**src/rtl/vga_pkg.sv**
```systemverilog
// vga_pkg
// Shared definitions for the VGA output path: standard mode timings,
// the 0x00RRGGBB pixel field offsets and the blanked-address marker.
package vga_pkg;

    typedef struct packed {
        int h_active;
        int h_fp;
        int h_sync;
        int h_bp;
        int v_active;
        int v_fp;
        int v_sync;
        int v_bp;
    } vga_mode_t;

    // 800x600 @ 72 Hz, 50 MHz pixel clock
    localparam vga_mode_t MODE_800X600_72 = '{
        h_active: 800, h_fp: 56, h_sync: 120, h_bp: 64,
        v_active: 600, v_fp: 37, v_sync: 6,   v_bp: 23
    };

    // 640x480 @ 60 Hz, 25.175 MHz pixel clock
    localparam vga_mode_t MODE_640X480_60 = '{
        h_active: 640, h_fp: 16, h_sync: 96, h_bp: 48,
        v_active: 480, v_fp: 10, v_sync: 2,  v_bp: 33
    };

    // Field offsets inside a 0x00RRGGBB pixel word
    localparam int RGB_R_LSB = 16;
    localparam int RGB_G_LSB = 8;
    localparam int RGB_B_LSB = 0;

    // Never inside any framebuffer, so the downstream range check drops the read
    localparam logic [9:0] ADDR_INVALID = 10'h3FF;

    function automatic int mode_h_total(input vga_mode_t m);
        return m.h_active + m.h_fp + m.h_sync + m.h_bp;
    endfunction

    function automatic int mode_v_total(input vga_mode_t m);
        return m.v_active + m.v_fp + m.v_sync + m.v_bp;
    endfunction

endpackage

```
**src/rtl/vga_sync_pipe.sv**
```systemverilog
// vga_sync_pipe
// Fixed-depth shift register that delays the raster flags so they line up
// with pixel data coming back from the framebuffer.
// Ports:
//   clk     in   clock
//   rst     in   synchronous active-high reset, loads RST_VAL into every stage
//   d       in   WIDTH  flags from the counter stage
//   q_prev  out  WIDTH  stage DEPTH-1 (one cycle ahead of q)
//   q       out  WIDTH  stage DEPTH
module vga_sync_pipe #(
    parameter int               WIDTH   = 4,
    parameter int               DEPTH   = 3,
    parameter logic [WIDTH-1:0] RST_VAL = '0
) (
    input  logic             clk,
    input  logic             rst,
    input  logic [WIDTH-1:0] d,
    output logic [WIDTH-1:0] q_prev,
    output logic [WIDTH-1:0] q
);

    logic [WIDTH-1:0] r_stage [DEPTH];

    always_ff @(posedge clk) begin
        if (rst) begin
            for (int i = 0; i < DEPTH; i++) begin
                r_stage[i] <= RST_VAL;
            end
        end else begin
            r_stage[0] <= d;
            for (int i = 1; i < DEPTH; i++) begin
                r_stage[i] <= r_stage[i-1];
            end
        end
    end

    assign q_prev = r_stage[DEPTH-2];
    assign q      = r_stage[DEPTH-1];

endmodule

```
**src/rtl/vga_timing_ctrl.sv**
```systemverilog
// vga_timing_ctrl
// Raster timing generator and pixel output stage, single vga_clk domain.
// Counters produce framebuffer addresses one cycle later; the framebuffer
// answers DATA_LAT cycles after that, and sync/blank are delayed to match so
// everything reaches the pins DATA_LAT+2 cycles after the counter position.
// Ports:
//   vga_clk      in   pixel clock
//   vga_rst      in   synchronous active-high reset
//   vga_h_addr   out  10  framebuffer column, ADDR_INVALID while blanked
//   vga_v_addr   out  10  framebuffer row, ADDR_INVALID while blanked
//   vga_data     in   32  pixel 0x00RRGGBB, top byte ignored
//   vga_hsync    out  horizontal sync
//   vga_vsync    out  vertical sync
//   vga_blank_n  out  1 = active video on the pins
//   vga_r/g/b    out  8   colour
//   frame_start  out  one-cycle pulse while pixel (0,0) is on the pins
module vga_timing_ctrl
    import vga_pkg::*;
#(
    parameter int H_ACTIVE    = MODE_800X600_72.h_active,
    parameter int H_FP        = MODE_800X600_72.h_fp,
    parameter int H_SYNC      = MODE_800X600_72.h_sync,
    parameter int H_BP        = MODE_800X600_72.h_bp,
    parameter int V_ACTIVE    = MODE_800X600_72.v_active,
    parameter int V_FP        = MODE_800X600_72.v_fp,
    parameter int V_SYNC      = MODE_800X600_72.v_sync,
    parameter int V_BP        = MODE_800X600_72.v_bp,
    parameter bit HSYNC_POL   = 1'b1,
    parameter bit VSYNC_POL   = 1'b1,
    parameter int SCALE_SHIFT = 1,
    parameter int DATA_LAT    = 1
) (
    input  logic        vga_clk,
    input  logic        vga_rst,
    output logic [9:0]  vga_h_addr,
    output logic [9:0]  vga_v_addr,
    input  logic [31:0] vga_data,
    output logic        vga_hsync,
    output logic        vga_vsync,
    output logic        vga_blank_n,
    output logic [7:0]  vga_r,
    output logic [7:0]  vga_g,
    output logic [7:0]  vga_b,
    output logic        frame_start
);

    localparam int H_TOTAL    = H_ACTIVE + H_FP + H_SYNC + H_BP;
    localparam int V_TOTAL    = V_ACTIVE + V_FP + V_SYNC + V_BP;
    localparam int PIPE_DEPTH = DATA_LAT + 2;

    localparam logic [10:0] LP_H_LAST     = 11'(H_TOTAL - 1);
    localparam logic [10:0] LP_H_ACT      = 11'(H_ACTIVE);
    localparam logic [10:0] LP_HS_START   = 11'(H_ACTIVE + H_FP);
    localparam logic [10:0] LP_HS_END     = 11'(H_ACTIVE + H_FP + H_SYNC);
    localparam logic [9:0]  LP_V_LAST     = 10'(V_TOTAL - 1);
    localparam logic [9:0]  LP_V_ACT      = 10'(V_ACTIVE);
    localparam logic [9:0]  LP_VS_START   = 10'(V_ACTIVE + V_FP);
    localparam logic [9:0]  LP_VS_END     = 10'(V_ACTIVE + V_FP + V_SYNC);

    // Pipe flag layout: {sof, vsync level, hsync level, active}
    localparam logic [3:0]  LP_PIPE_RST   = {1'b0, ~VSYNC_POL, ~HSYNC_POL, 1'b0};

    logic [10:0] r_hcnt;
    logic [9:0]  r_vcnt;

    logic        w_active;
    logic        w_hs_lvl;
    logic        w_vs_lvl;
    logic        w_sof;
    logic [9:0]  w_h_scaled;
    logic [9:0]  w_v_scaled;
    logic [3:0]  w_pipe_in;
    logic [3:0]  w_pipe_prev;
    logic [3:0]  w_pipe_last;
    logic        w_unused_bits;

    // Stage 0: raster counters
    always_ff @(posedge vga_clk) begin
        if (vga_rst) begin
            r_hcnt <= '0;
            r_vcnt <= '0;
        end else if (r_hcnt == LP_H_LAST) begin
            r_hcnt <= '0;
            r_vcnt <= (r_vcnt == LP_V_LAST) ? '0 : r_vcnt + 10'd1;
        end else begin
            r_hcnt <= r_hcnt + 11'd1;
        end
    end

    assign w_active   = (r_hcnt < LP_H_ACT) && (r_vcnt < LP_V_ACT);
    assign w_hs_lvl   = ((r_hcnt >= LP_HS_START) && (r_hcnt < LP_HS_END)) ? HSYNC_POL : ~HSYNC_POL;
    assign w_vs_lvl   = ((r_vcnt >= LP_VS_START) && (r_vcnt < LP_VS_END)) ? VSYNC_POL : ~VSYNC_POL;
    assign w_sof      = (r_hcnt == 11'd0) && (r_vcnt == 10'd0);
    assign w_h_scaled = 10'(r_hcnt >> SCALE_SHIFT);
    assign w_v_scaled = 10'(r_vcnt >> SCALE_SHIFT);
    assign w_pipe_in  = {w_sof, w_vs_lvl, w_hs_lvl, w_active};

    // Stage 1: framebuffer address
    always_ff @(posedge vga_clk) begin
        if (vga_rst) begin
            vga_h_addr <= ADDR_INVALID;
            vga_v_addr <= ADDR_INVALID;
        end else begin
            vga_h_addr <= w_active ? w_h_scaled : ADDR_INVALID;
            vga_v_addr <= w_active ? w_v_scaled : ADDR_INVALID;
        end
    end

    vga_sync_pipe #(
        .WIDTH   (4),
        .DEPTH   (PIPE_DEPTH),
        .RST_VAL (LP_PIPE_RST)
    ) u_sync_pipe (
        .clk    (vga_clk),
        .rst    (vga_rst),
        .d      (w_pipe_in),
        .q_prev (w_pipe_prev),
        .q      (w_pipe_last)
    );

    // Stage DATA_LAT+2: colour is registered in the same edge that moves the
    // flags into the last pipe stage, so it gates on the previous-stage active bit.
    always_ff @(posedge vga_clk) begin
        if (vga_rst) begin
            vga_r <= '0;
            vga_g <= '0;
            vga_b <= '0;
        end else if (w_pipe_prev[0]) begin
            vga_r <= vga_data[RGB_R_LSB +: 8];
            vga_g <= vga_data[RGB_G_LSB +: 8];
            vga_b <= vga_data[RGB_B_LSB +: 8];
        end else begin
            vga_r <= '0;
            vga_g <= '0;
            vga_b <= '0;
        end
    end

    assign vga_blank_n = w_pipe_last[0];
    assign vga_hsync   = w_pipe_last[1];
    assign vga_vsync   = w_pipe_last[2];
    assign frame_start = w_pipe_last[3];

    // Alpha byte and the early copies of the sync flags are intentionally unused
    assign w_unused_bits = ^{vga_data[31:24], w_pipe_prev[3:1]};

endmodule

```
**config.mk**
```make
export PLATFORM = sky130hd
export DESIGN_NAME = vga_timing_ctrl
export DESIGN_NICKNAME = d
export VERILOG_FILES = /design/src/rtl/vga_pkg.sv /design/src/rtl/vga_sync_pipe.sv /design/src/rtl/vga_timing_ctrl.sv
export SDC_FILE = /design/constraint.sdc
export NUM_CORES = 1
export LEC_CHECK = 0
export ABC_AREA = 1
export BUFFER_PORTS_ARGS = -buffer_cell sky130_fd_sc_hd__buf_2
export CORE_ASPECT_RATIO = 1.4
export CORE_MARGIN = 4
export CORE_UTILIZATION = 50
export CTS_CLUSTER_DIAMETER = 80
export DETAILED_ROUTE_END_ITERATION = 6
export GPL_TIMING_DRIVEN = 0
export PLACE_DENSITY = 0.79
export REMOVE_ABC_BUFFERS = 1
export SYNTH_ARGS = -nofsm -noshare
export SYNTH_HDL_FRONTEND = slang
export SYNTH_SLANG_ARGS = --single-unit
```
**constraint.sdc**
```tcl
create_clock -name vga_clk -period 2.2 [get_ports vga_clk]
set_clock_uncertainty 0.2 [all_clocks]
set_input_delay 0 -clock vga_clk [delete_from_list [all_inputs] [get_ports vga_clk]]
set_output_delay 0 -clock vga_clk [all_outputs]
set_load 0.02 [all_outputs]
```
-- Word-level counts from Yosys, hierarchy flattened
Memory sizes are Yosys's and may differ from the RTL's.
Cells that the tools add are included.
- $add $sub $neg: 2
- order comparisons: 6
- equal/unequal tests: 2
- mux-type cells: 10
- bitwise operators: 5
- reductions and logical operators: 9
- operators by type and width (cell ; count):
    11-bit by 10-bit less-than comparator with 1-bit output, second input constant ; 2
    10-bit less-than comparator, second input constant ; 2
    10-bit two-way mux ; 2
    4-bit two-way mux ; 3
    11-bit by 1-bit adder with 11-bit output, second input constant ; 1
    11-bit equality test, second input constant ; 1
    11-bit by 10-bit >= comparator with 1-bit output, second input constant ; 1
    11-bit zero test ; 1
    10-bit by 1-bit adder with 10-bit output, second input constant ; 1
    10-bit equality test, second input constant ; 1
    10-bit >= comparator, second input constant ; 1
    10-bit zero test ; 1
    2-bit OR reduction ; 3
    1-bit two-way mux ; 5
    1-bit logical AND ; 4
    1-bit OR ; 3
    1-bit NOT ; 2
- bits in registers: 65
- bits in writable memories: 12
- output and inout bits: 48
- memories: 1
- memory list (name ; depth ; width ; rd ports ; clocked after Yosys merged registers in ; write ports ; RTL line ; source):
    u_sync_pipe.r_stage ; 3 ; 4 ; 3 ; 0 ; 3 ; vga_sync_pipe.sv:22 ; logic [WIDTH-1:0] r_stage [DEPTH];

-- Longest topological paths before layout
Gate-level depths: netlist (run 1).
- depth in word-level cells: 4
- depth in mapped cells: 9
- gate-level depth less buffers: 9

-- Hierarchy
Synthesis (run 1) repeated with hierarchy kept, for this count alone.
- cells, all modules: 375
- area, all modules: 2937.8 um^2
- by module, submodules not included (module ; instances ; cells an instance ; area an instance (um^2)):
    vga_timing_ctrl ; 1 ; 330 ; 2536.2
    vga_sync_pipe ; 1 ; 45 ; 401.6

-- Least setup slack after synthesis (run 1)
OpenSTA, ideal clock, no wires.
- path kind: flip-flop to flip-flop
- start point: register r_hcnt[0]
- end point: register r_vcnt[0]
- library setup time: 0.114 ns
- arrival time: 1.212 ns
- setup slack: 0.673 ns
- cell stages (with the launch flop): 9
- path through: dfxtp_1 -> ha_1 -> nand3_4 -> nor2_8 -> nand2_8 -> nand2_8 -> nand2_4 -> inv_2 -> nor2_1
- word-level cells in the longest chain between the ends: 1
- RTL lines (item ; RTL line ; source):
    from (decl) ; vga_timing_ctrl.sv:63 ; logic [10:0] r_hcnt;
    from (signal assigned) ; vga_timing_ctrl.sv:86 ; r_hcnt <= r_hcnt + 11'd1;
    11-bit equality test ; vga_timing_ctrl.sv:82 ; end else if (r_hcnt == LP_H_LAST) begin
    to (signal assigned) ; vga_timing_ctrl.sv:84 ; r_vcnt <= (r_vcnt == LP_V_LAST) ? '0 : r_vcnt + 10'd1;
    to (decl) ; vga_timing_ctrl.sv:64 ; logic [9:0] r_vcnt;
Every way passes these cells.
A chain may end at the register's enable or synchronous reset.

-- Final worst setup path (run 1)
- start point: input vga_rst
- end point: register vga_b[5]
- word-level cells in the longest chain between the ends: 1
- RTL lines (item ; RTL line ; source):
    from (decl) ; vga_timing_ctrl.sv:34 ; input logic vga_rst,
    2-bit OR reduction (no line) ; -- ;
    to (signal assigned) ; vga_timing_ctrl.sv:131 ; vga_b <= vga_data[RGB_B_LSB +: 8];
    to (decl) ; vga_timing_ctrl.sv:43 ; output logic [7:0] vga_b,
Every way passes these cells.

==> results of run 1 <==
-- layout make-up --
type / count / share of cell area, %
sequential: 77 / 41.0
timing repair buffer: 98 / 16.4
clock inverter: 5 / 2.20
inverter: 65 / 6.62
tap: 68 / 2.26
multi-input combinational: 196 / 27.8
clock buffer: 11 / 3.76
-- cell usage after synthesis, drive strengths merged --
cell type  count  share of area [%]
inv           64                8.3
clkinv         1               0.30
a31oi          1               0.22
a21oi          8                1.5
o21ai          7                1.3
nor3b          1               0.26
nor2          68                 10
o21bai         3                1.2
nand2         62                9.7
nand3         17                3.7
dfxtp         77                 54
buf            5                1.5
nand4          6                1.3
xor2           5                1.5
ha             6                2.6
nor4           2               0.43
or2            2               0.43
nor3           8                1.6
-- worst paths after layout --
path	cells past startpoint	slack (ns)	end	startpoint
max	5	0.46	vga_b[5]$_SDFF_PP0_	vga_rst
min reg2reg	2	0.21	u_sync_pipe.r_stage[0][7]$_SDFF_PP0_	u_sync_pipe.r_stage[0][3]$_SDFF_PP0_
max reg2reg	8	0.46	r_vcnt[0]$_SDFFE_PP0N_	r_hcnt[0]$_SDFF_PP0_
min	2	0.21	u_sync_pipe.r_stage[0][7]$_SDFF_PP0_	u_sync_pipe.r_stage[0][3]$_SDFF_PP0_
-- power breakdown --
| group | total, uW | switching, uW | internal [uW] |
|---|---|---|---|
| Combinational | 217 | 126 | 90.8 |
| Clock | 1200 | 524 | 675 |
| Sequential | 1450 | 16.0 | 1440 |
| Total | 2870 | 666 | 2200 |
-- state kept, by name, summed over array words and instances (netlist names) --
name,count
vga_r,8
vga_v_addr,10
vga_h_addr,10
vga_g,8
r_hcnt,11
u_sync_pipe.r_stage,12
r_vcnt,10
vga_b,8
-- cell families after synthesis --
family / Yosys count
AOI/OAI and AO/OA: 19
adders and majority gates: 6
xor gates and xnor gates: 5
DFF: 77
buffers and inverters: 70
and+or+nand+nor: 166
-- tightest hold or removal path, cell delays in order, from the launching register on --
cell	delay, ns
dfxtp_1	0.30
inv_1	0.04
nor2_1	0.03
-- metrics by stage --
step / util, % / power [uW] / hold WS, ns
floorplan: - / 1580 / -0.131
finish: 67.6 / 2870 / 0.207
global route: 67.6 / 2960 / 0.223
detailed placement: 59.0 / 1660 / 0.0187
global placement: 59.0 / 1650 / 0.0148
CTS: 67.6 / 2860 / 0.200
-- layer usage --
metal / global-route usage [%] / wire (microns) / up-vias
li1: - / - / 1242
met1: 21.0 / 2660 / 1148
met2: 42.7 / 4010 / 114
met3: 5.87 / 528 / 22
met4: 11.1 / 274 / 0
met5: 0 / 0 / -
==> flow_summary.json, run 1 <==
{
  "cp.required_ns": 2.18,
  "totalWireLength_microns": 7480,
  "ctsLongestPathBuffers": 2,
  "fin_nets": 487,
  "mostFrequentLayoutCells": "77 x dfxtp_1, 73 x buf_2, 61 x inv_1, 61 x nor2_1, 56 x nand2_1",
  "synth_compound_area_share_pct": 4.26,
  "yosysWarnings": 0,
  "criticalPathCategory": "in2reg",
  "p_leak_uw": 0.00185,
  "cp_max_fo": 25,
  "core_area_sq_um": 5570,
  "ios": 82,
  "io_buffer_count": 73,
  "slew_headroom_pct": 48.3,
  "grt_pass1_vias": 2653,
  "cap_violations": 0,
  "grt.overflow.total": 0,
  "dpl.cell_count": 479,
  "synth_fa_ha_area_share_pct": 2.61,
  "cts_tree": "done",
  "dpl_cell_area_sq_um": 3290,
  "final_cells": 520,
  "drv_slew": 0,
  "insertion_delay_ns": 0.34,
  "synthMuxAreaShare_pct": 0,
  "synth.yosys.seq_area_share_pct": 53.5,
  "grt_usage_pct": 22.4,
  "diodes": 0,
  "die_w_microns": 72.1,
  "crit_chain": "dlygate4sd3_1, buf_2, clkinv_4, nand2_1, nor2_1",
  "synth_top_family_by_area": "simple AND/OR/NAND/NOR gates",
  "postCtsResizedCells": 0,
  "cts_made_buffers": 9,
  "peakVddDrop_mv": 0.304,
  "rows": 32,
  "multi_input_area_sq_um": 1040,
  "wire_per_inst_microns": 14.4,
  "dieArea_sq_um": 7050,
  "fillCellCount": 411,
  "worstSetupEndpointType": "register",
  "clock.fmax_mhz": 576,
  "place_hpwl_microns": 4340,
  "gp_congestion": 0.913,
  "synth.distinct_cells": 30,
  "clkSlewWorstSetupHoldPaths_ns": 0.08,
  "cp_slowest_cell": "nand2_1",
  "cts.sinks": 77,
  "postCtsHoldBufs": 25,
  "syn_area_per_cell_sq_um": 8.39,
  "setup_violations": 0,
  "cp.arrival_ns": 1.72,
  "layout-drive-gt1-share_pct": 25.7,
  "cts_setup_buffers": 0,
  "cts_max_level": 3,
  "dpl_worst_slack_ns": 0.473,
  "ant_nets": 0,
  "grt_pass1_wl_microns": 12300,
  "hp-class": "reg2reg",
  "start_util_pct": 51.7,
  "setup_ws_ns": 0.465,
  "cpPeakStageDelay_ns": 0.60,
  "drc": 0,
  "via_per_inst": 4.86,
  "powerDensity_nw_per_um2": 762,
  "hold_viol": 0,
  "first_pass_iters": 4,
  "antenna_found_initial": 0,
  "synth-simple-area-share_pct": 27.9,
  "ff_latch_area_sq_um": 1540,
  "status": "completed",
  "cts_root_buf": "clkbuf_8",
  "synth_xor_area_share_pct": 1.52,
  "syn_to_final_growth_pct": 30.6,
  "timing.setup.tns_ns": 0,
  "num_vias": 2526,
  "crit_buf_inv": 3,
  "crit_family": "buffers and inverters",
  "drt_iter0_drc": 131,
  "fin_crit_ns": 1.74,
  "rsz0062_at_grt": "no",
  "die_h_microns": 97.8,
  "syn_area_sq_um": 2880,
  "critPathLaunchType": "input port",
  "synthCells": 343,
  "grt_max_degree": 26,
  "ys_ff_latch": 77,
  "final_common_cell": "dfxtp_1",
  "fin_crit_sh_pct": 78.9,
  "worst_pin_slew_ns": 0.773,
  "fin_area_sq_um": 3760
}
Power figures use the tool's default switching activity.
==> inputs of run 2 (changes only) <==
Clock period 2.2 ns to 1.7 ns, I/O delays scaled along.
==> run 2 against run 1 <==
Effect of this change:
- count of clock-buffer cells in the layout unchanged
- worst setup slack worse by 0.38 ns
- power increased by 29%
- die area is the same
- clock power grew 29%
- routed wire length is 1.8% higher
- sequential share of layout area is 0.59 points lower
- combinational power is 31% higher
- sequential power is 30% higher
- worst hold slack lost 0.0024 ns
- critical endpoint is now r_vcnt[8]$_SDFFE_PP0N_
- largest power group unchanged
==> flow_summary.json, run 2 (synthesized netlist as in run 1, its figures left out) <==
{
  "grt_use_met3_pct": 5.87,
  "rows": 32,
  "critPathLaunch": "r_vcnt[1]$_SDFFE_PP0N_",
  "fin_area_sq_um": 3820,
  "insertion_delay_ns": 0.34,
  "cp.arrival_ns": 1.68,
  "swShare_pct": 23.2,
  "place_hpwl_microns": 4340,
  "rsz0062_at_grt": "no",
  "cp.required_ns": 1.76,
  "die_w_microns": 72.1,
  "totalWireLength_microns": 7620,
  "ff_latch_area_sq_um": 1550,
  "cts.sinks": 77,
  "peakVddDrop_mv": 0.399,
  "r2r_setup_slack_ns": 0.09,
  "drc": 0,
  "mostFrequentLayoutCells": "74 x dfxtp_1, 73 x buf_2, 61 x inv_1",
  "core_area_sq_um": 5570,
  "p_seq_share_pct": 50.7,
  "start_util_pct": 51.7,
  "cts_made_buffers": 9,
  "drv_slew": 0,
  "hold-path-cell-count": 2,
  "pwr-share-clk_pct": 41.6,
  "fin_crit_sh_pct": 94.8,
  "cpPeakStageDelay_ns": 0.40,
  "drt_iter0_drc": 124,
  "io_buffer_count": 73,
  "crit_buf_inv": 1,
  "p_comb_share_pct": 7.7,
  "syn_to_final_growth_pct": 32.8,
  "grt_pass1_vias": 2676,
  "grt.overflow.total": 0,
  "whs_endpoint": "u_sync_pipe.r_stage[0][7]$_SDFF_PP0_",
  "final_common_cell": "dfxtp_1",
  "crit_family": "simple AND/OR/NAND/NOR gates",
  "cap_violations": 0,
  "fin_crit_ns": 1.61,
  "dieArea_sq_um": 7050,
  "worst_pin_slew_ns": 0.443,
  "rr_worst_depth": 7,
  "ios": 82,
  "worstSetupEndpointType": "register",
  "hold_path.startpoint": "u_sync_pipe.r_stage[0][3]$_SDFF_PP0_",
  "setup_violations": 0,
  "crit_chain": "ha_1, inv_1, nor2_2, nand4_1, nand2_1, nand2_1, a21oi_1",
  "dpl.cell_count": 479,
  "ctsLongestPathBuffers": 2,
  "reg2reg_from": "r_vcnt[1]$_SDFFE_PP0N_",
  "cp_max_fo": 4,
  "num_vias": 2528,
  "fillCellCount": 399,
  "slew_headroom_pct": 70.4,
  "multi_input_area_sq_um": 1070,
  "status": "completed",
  "via_per_inst": 4.84,
  "critPathLaunchType": "register",
  "antenna_found_initial": 0,
  "internal_power_uw": 2850,
  "clkSlewWorstSetupHoldPaths_ns": 0.08,
  "diodes": 0,
  "ant_nets": 0,
  "fin_nets": 489,
  "cts_root_buf": "clkbuf_8",
  "fin_total_pwr_uw": 3710,
  "first_pass_iters": 4,
  "grt_max_degree": 26,
  "top_regs": "u_sync_pipe.r_stage (12), r_hcnt (11)",
  "grt_usage_pct": 22.6,
  "criticalPathCategory": "reg2reg",
  "cp_slowest_cell": "dfxtp_1",
  "busiest_layer": "met2",
  "switching_power_uw": 861,
  "grt_pass1_wl_microns": 12400,
  "p_leak_uw": 0.00187,
  "powerDensity_nw_per_um2": 971,
  "hp-class": "reg2reg",
  "hold_viol": 0,
  "met2_usage_pct": 43.2,
  "die_h_microns": 97.8,
  "gp_congestion": 0.913,
  "layout-drive-gt1-share_pct": 27.5,
  "cts_tree": "done",
  "dpl_cell_area_sq_um": 3290,
  "regMostFlops": "u_sync_pipe.r_stage",
  "crit_path_frequent_cell": "nand2_1",
  "wire_per_inst_microns": 14.6,
  "largest_reg_flops": 12,
  "cts_max_level": 3,
  "rr_endpoint": "r_vcnt[8]$_SDFFE_PP0N_",
  "final_cells": 522,
  "clock.fmax_mhz": 620,
  "use_met1_pct": 21.2
}
## run 2: cell types whose count changed in the layout (fill, tap and decap cells not counted), sizes merged
cell,previous run,this run
buf,73,75
## run 2: worst max-delay path by stage
stage | cells after the start | slack [ns] | endpoint
after floorplan | 8 | 0.14 | r_vcnt[0]$_SDFFE_PP0N_
after global placement | 8 | -0.004 | r_vcnt[0]$_SDFFE_PP0N_
after detailed placement | 8 | -0.03 | r_vcnt[0]$_SDFFE_PP0N_
after CTS | 8 | 0.004 | r_vcnt[0]$_SDFFE_PP0N_
after global routing | 8 | 0.01 | r_vcnt[6]$_SDFFE_PP0N_
final | 7 | 0.09 | r_vcnt[8]$_SDFFE_PP0N_
## run 2: worst min-delay path, cell delays in order, from the launching register on
cell and delay (ns):
dfxtp_1 0.30, inv_1 0.04, nor2_1 0.03
## run 2: repair_timing
action                                  in CTS  in global routing
hold endpoints to repair                    40                  0
gates resized for setup                      1                 11
endpoints found under the setup margin       8                 51
buffers inserted                             1                  1
hold buffers                                25                  0
pin swaps                                    1                  2
## run 2: power by group through the flow
stage / registers, uW / clock network, uW / logic [uW]
after floorplan: 1980 / 0 / 73.9
after global placement: 1920 / 0 / 221
after detailed placement: 1920 / 0 / 224
after CTS: 1880 / 1550 / 272
after global routing: 1890 / 1640 / 309
final: 1880 / 1550 / 284
## run 2: per-stage QoR
stage	setup TNS [ns]	setup WS [ns]	hold slack, ns	utilization [%]
2_1_floorplan	0	0.140	-0.131	-
3_3_place_gp	-0.00364	-0.00364	0.0148	59.0
3_5_place_dp	-0.112	-0.0274	0.0187	59.0
4_1_cts	0	0.00417	0.200	68.0
5_1_grt	0	0.0121	0.223	68.7
6_report	0	0.0876	0.205	68.7
## run 2: final cells by class
type / instances / area share [%]
inverter: 65 / 6.64
timing repair buffer: 100 / 16.8
clock inverter: 5 / 2.16
multi-input combinational: 196 / 28.0
tap: 68 / 2.23
sequential: 77 / 40.4
clock buffer: 11 / 3.70
## run 2: per-layer routing
metal / wire length [microns] / share of wire, %
met3: 474 / 6.2
met5: 0 / 0
met1: 2770 / 36
met2: 4170 / 55
met4: 206 / 2.7
==> inputs of run 3 (changes only) <==
Settings changed: CORE_MARGIN 4 to unset.
==> run 3 against run 2 <==
Effect of this change:
- clock power shrank 12%
- sequential cell count is the same
- via count shrank 3.0%
- fmax grew 1.1%
- critical endpoint is now r_vcnt[6]$_SDFFE_PP0N_
- critical path depth grew 1
- final cell count is the same
- global-route usage shrank 0.78 points
- die area shrank 14%
- combinational power shrank 4%
==> flow_summary.json, run 3 (synthesized netlist as in run 1, its figures left out) <==
{
  "grt_pass1_wl_microns": 9980,
  "hold_viol": 0,
  "layout-drive-gt1-share_pct": 27.3,
  "powerDensity_nw_per_um2": 931,
  "final_common_cell": "dfxtp_1",
  "critPathLaunchType": "register",
  "largest_reg_flops": 12,
  "ctsLongestPathBuffers": 2,
  "cap_violations": 0,
  "peakVddDrop_mv": 0.507,
  "worst_pin_slew_ns": 0.461,
  "start_util_pct": 52.1,
  "critPathLaunch": "r_hcnt[0]$_SDFF_PP0_",
  "slew_headroom_pct": 69.2,
  "whs_ns": 0.205,
  "timing.setup.tns_ns": 0,
  "r2r_setup_slack_ns": 0.10,
  "mostFrequentLayoutCells": "75 x dfxtp_1, 73 x buf_2, 60 x inv_1, 60 x nor2_1, 55 x nand2_1",
  "criticalPathCategory": "reg2reg",
  "fin_nets": 489,
  "num_vias": 2453,
  "worstSetupEndpointType": "register",
  "first_pass_iters": 4,
  "cts.sinks": 77,
  "clock.fmax_mhz": 627,
  "crit_chain": "ha_4, nand3_4, nor2_8, buf_4, nand3_1, nand2_1, nand2_1, nor2_1",
  "fin_crit_ns": 1.60,
  "cts_made_buffers": 9,
  "cp_slowest_cell": "dfxtp_2",
  "cpPeakStageDelay_ns": 0.37,
  "crit_buf_inv": 1,
  "fillCellCount": 410,
  "rows": 32,
  "die_w_microns": 66.1,
  "rr_worst_depth": 8,
  "wire_per_inst_microns": 12.0,
  "clkSlewWorstSetupHoldPaths_ns": 0.08,
  "crit_path_frequent_cell": "nand2_1",
  "insertion_delay_ns": 0.34,
  "top_regs": "u_sync_pipe.r_stage (12), r_hcnt (11)",
  "totalWireLength_microns": 6280,
  "ant_nets": 0,
  "p_leak_uw": 0.00185,
  "met2_length_microns": 3170,
  "gp_congestion": 0.849,
  "cp_max_fo": 8,
  "reg2reg_from": "r_hcnt[0]$_SDFF_PP0_",
  "via_per_inst": 4.70,
  "rr_endpoint": "r_vcnt[6]$_SDFFE_PP0N_",
  "cts_tree": "done",
  "dpl_cell_area_sq_um": 3290,
  "dieArea_sq_um": 6070,
  "grt.overflow.total": 0,
  "routed-wl-met3_microns": 399,
  "antenna_found_initial": 0,
  "io_buffer_count": 73,
  "cts_root_buf": "clkbuf_8",
  "place_hpwl_microns": 3760,
  "grt_pass1_vias": 2369,
  "core_area_sq_um": 5530,
  "setup_violations": 0,
  "cts_max_level": 3,
  "drt_iter0_drc": 126,
  "status": "completed",
  "syn_to_final_growth_pct": 31.1,
  "drv_slew": 0,
  "cp.required_ns": 1.78,
  "hp-class": "in2reg",
  "grt_usage_pct": 21.8,
  "crit_family": "simple AND/OR/NAND/NOR gates",
  "diodes": 0,
  "die_h_microns": 91.8,
  "drc": 0,
  "fin_crit_sh_pct": 93.9,
  "cp.arrival_ns": 1.68,
  "fin_area_sq_um": 3770,
  "critical_path_depth": 8,
  "wl_met1_microns": 2580,
  "ios": 82,
  "regMostFlops": "u_sync_pipe.r_stage",
  "grt_max_degree": 26,
  "endpoint": "r_vcnt[6]$_SDFFE_PP0N_",
  "top_layer": "met4"
}
## run 3: cell types whose count changed in the layout (fill, tap and decap cells not counted), sizes merged
cell / before / now
clkinvlp: 0 / 1
clkinv: 3 / 4
bufinv: 2 / 1
inv: 65 / 64
## run 3: worst register-to-register path: cells and delay by family, from the launching register on
| kind | cells | cell delay [ns] |
|---|---|---|
| simple gates | 6 | 0.62 |
| fa+ha+maj | 1 | 0.17 |
| flops | 1 | 0.37 |
| buf+inv | 1 | 0.19 |
## run 3: how the worst min path moves through the flow
stage / startpoint / end / slack [ns] / cells past startpoint
floorplan: vga_rst / r_vcnt[8]$_SDFFE_PP0N_ / -0.13 / 1
global placement: vga_data[10] / vga_g[2]$_SDFF_PP0_ / 0.02 / 3
detailed placement: vga_data[1] / vga_b[1]$_SDFF_PP0_ / 0.02 / 3
CTS: vga_data[11] / vga_g[3]$_SDFF_PP0_ / 0.20 / 4
global route: vga_data[9] / vga_g[1]$_SDFF_PP0_ / 0.20 / 4
finish: vga_data[9] / vga_g[1]$_SDFF_PP0_ / 0.21 / 4
## run 3: report_power, final
| group | leakage, uW | switching (uW) | total [uW] | internal, uW |
|---|---|---|---|---|
| Sequential | 0.000632 | 20.5 | 1880 | 1860 |
| Combinational | 0.00112 | 154 | 273 | 119 |
| Clock | 0.0000995 | 640 | 1360 | 721 |
## run 3: repair_timing
action,4_1_cts,5_1_grt
hold endpoints to repair,44,0
buffers inserted,1,1
gates resized for setup,0,9
pin swaps,1,1
hold buffers,25,0
endpoints found under the setup margin,8,36
## run 3: cell type report
cell class,instances,area (sq um),area share (%)
well taps,68,85.1,2.25
clock buffers,11,141,3.75
multi-input cells,196,1060,28.1
repair buffers,100,631,16.7
inverters,65,251,6.66
clock inverters,5,60.1,1.59
flip-flops and latches,77,1540,40.9
## run 3: stage by stage
step / power, uW / util (%) / cells / setup WS (ns)
4_1_cts: 3520 / 67.8 / 521 / 0.0154
6_report: 3510 / 68.3 / 522 / 0.105
3_5_place_dp: 2140 / 59.5 / 479 / -0.0158
3_3_place_gp: 2140 / 59.5 / 479 / -0.00319
2_1_floorplan: 2050 / - / 338 / 0.140
5_1_grt: 3650 / 68.3 / 522 / -0.00676
## run 3: layer usage
metal	track usage, %	vias up
met5	0	-
met4	9.57	0
li1	-	1249
met3	6.97	13
met2	40.0	81
met1	21.7	1110
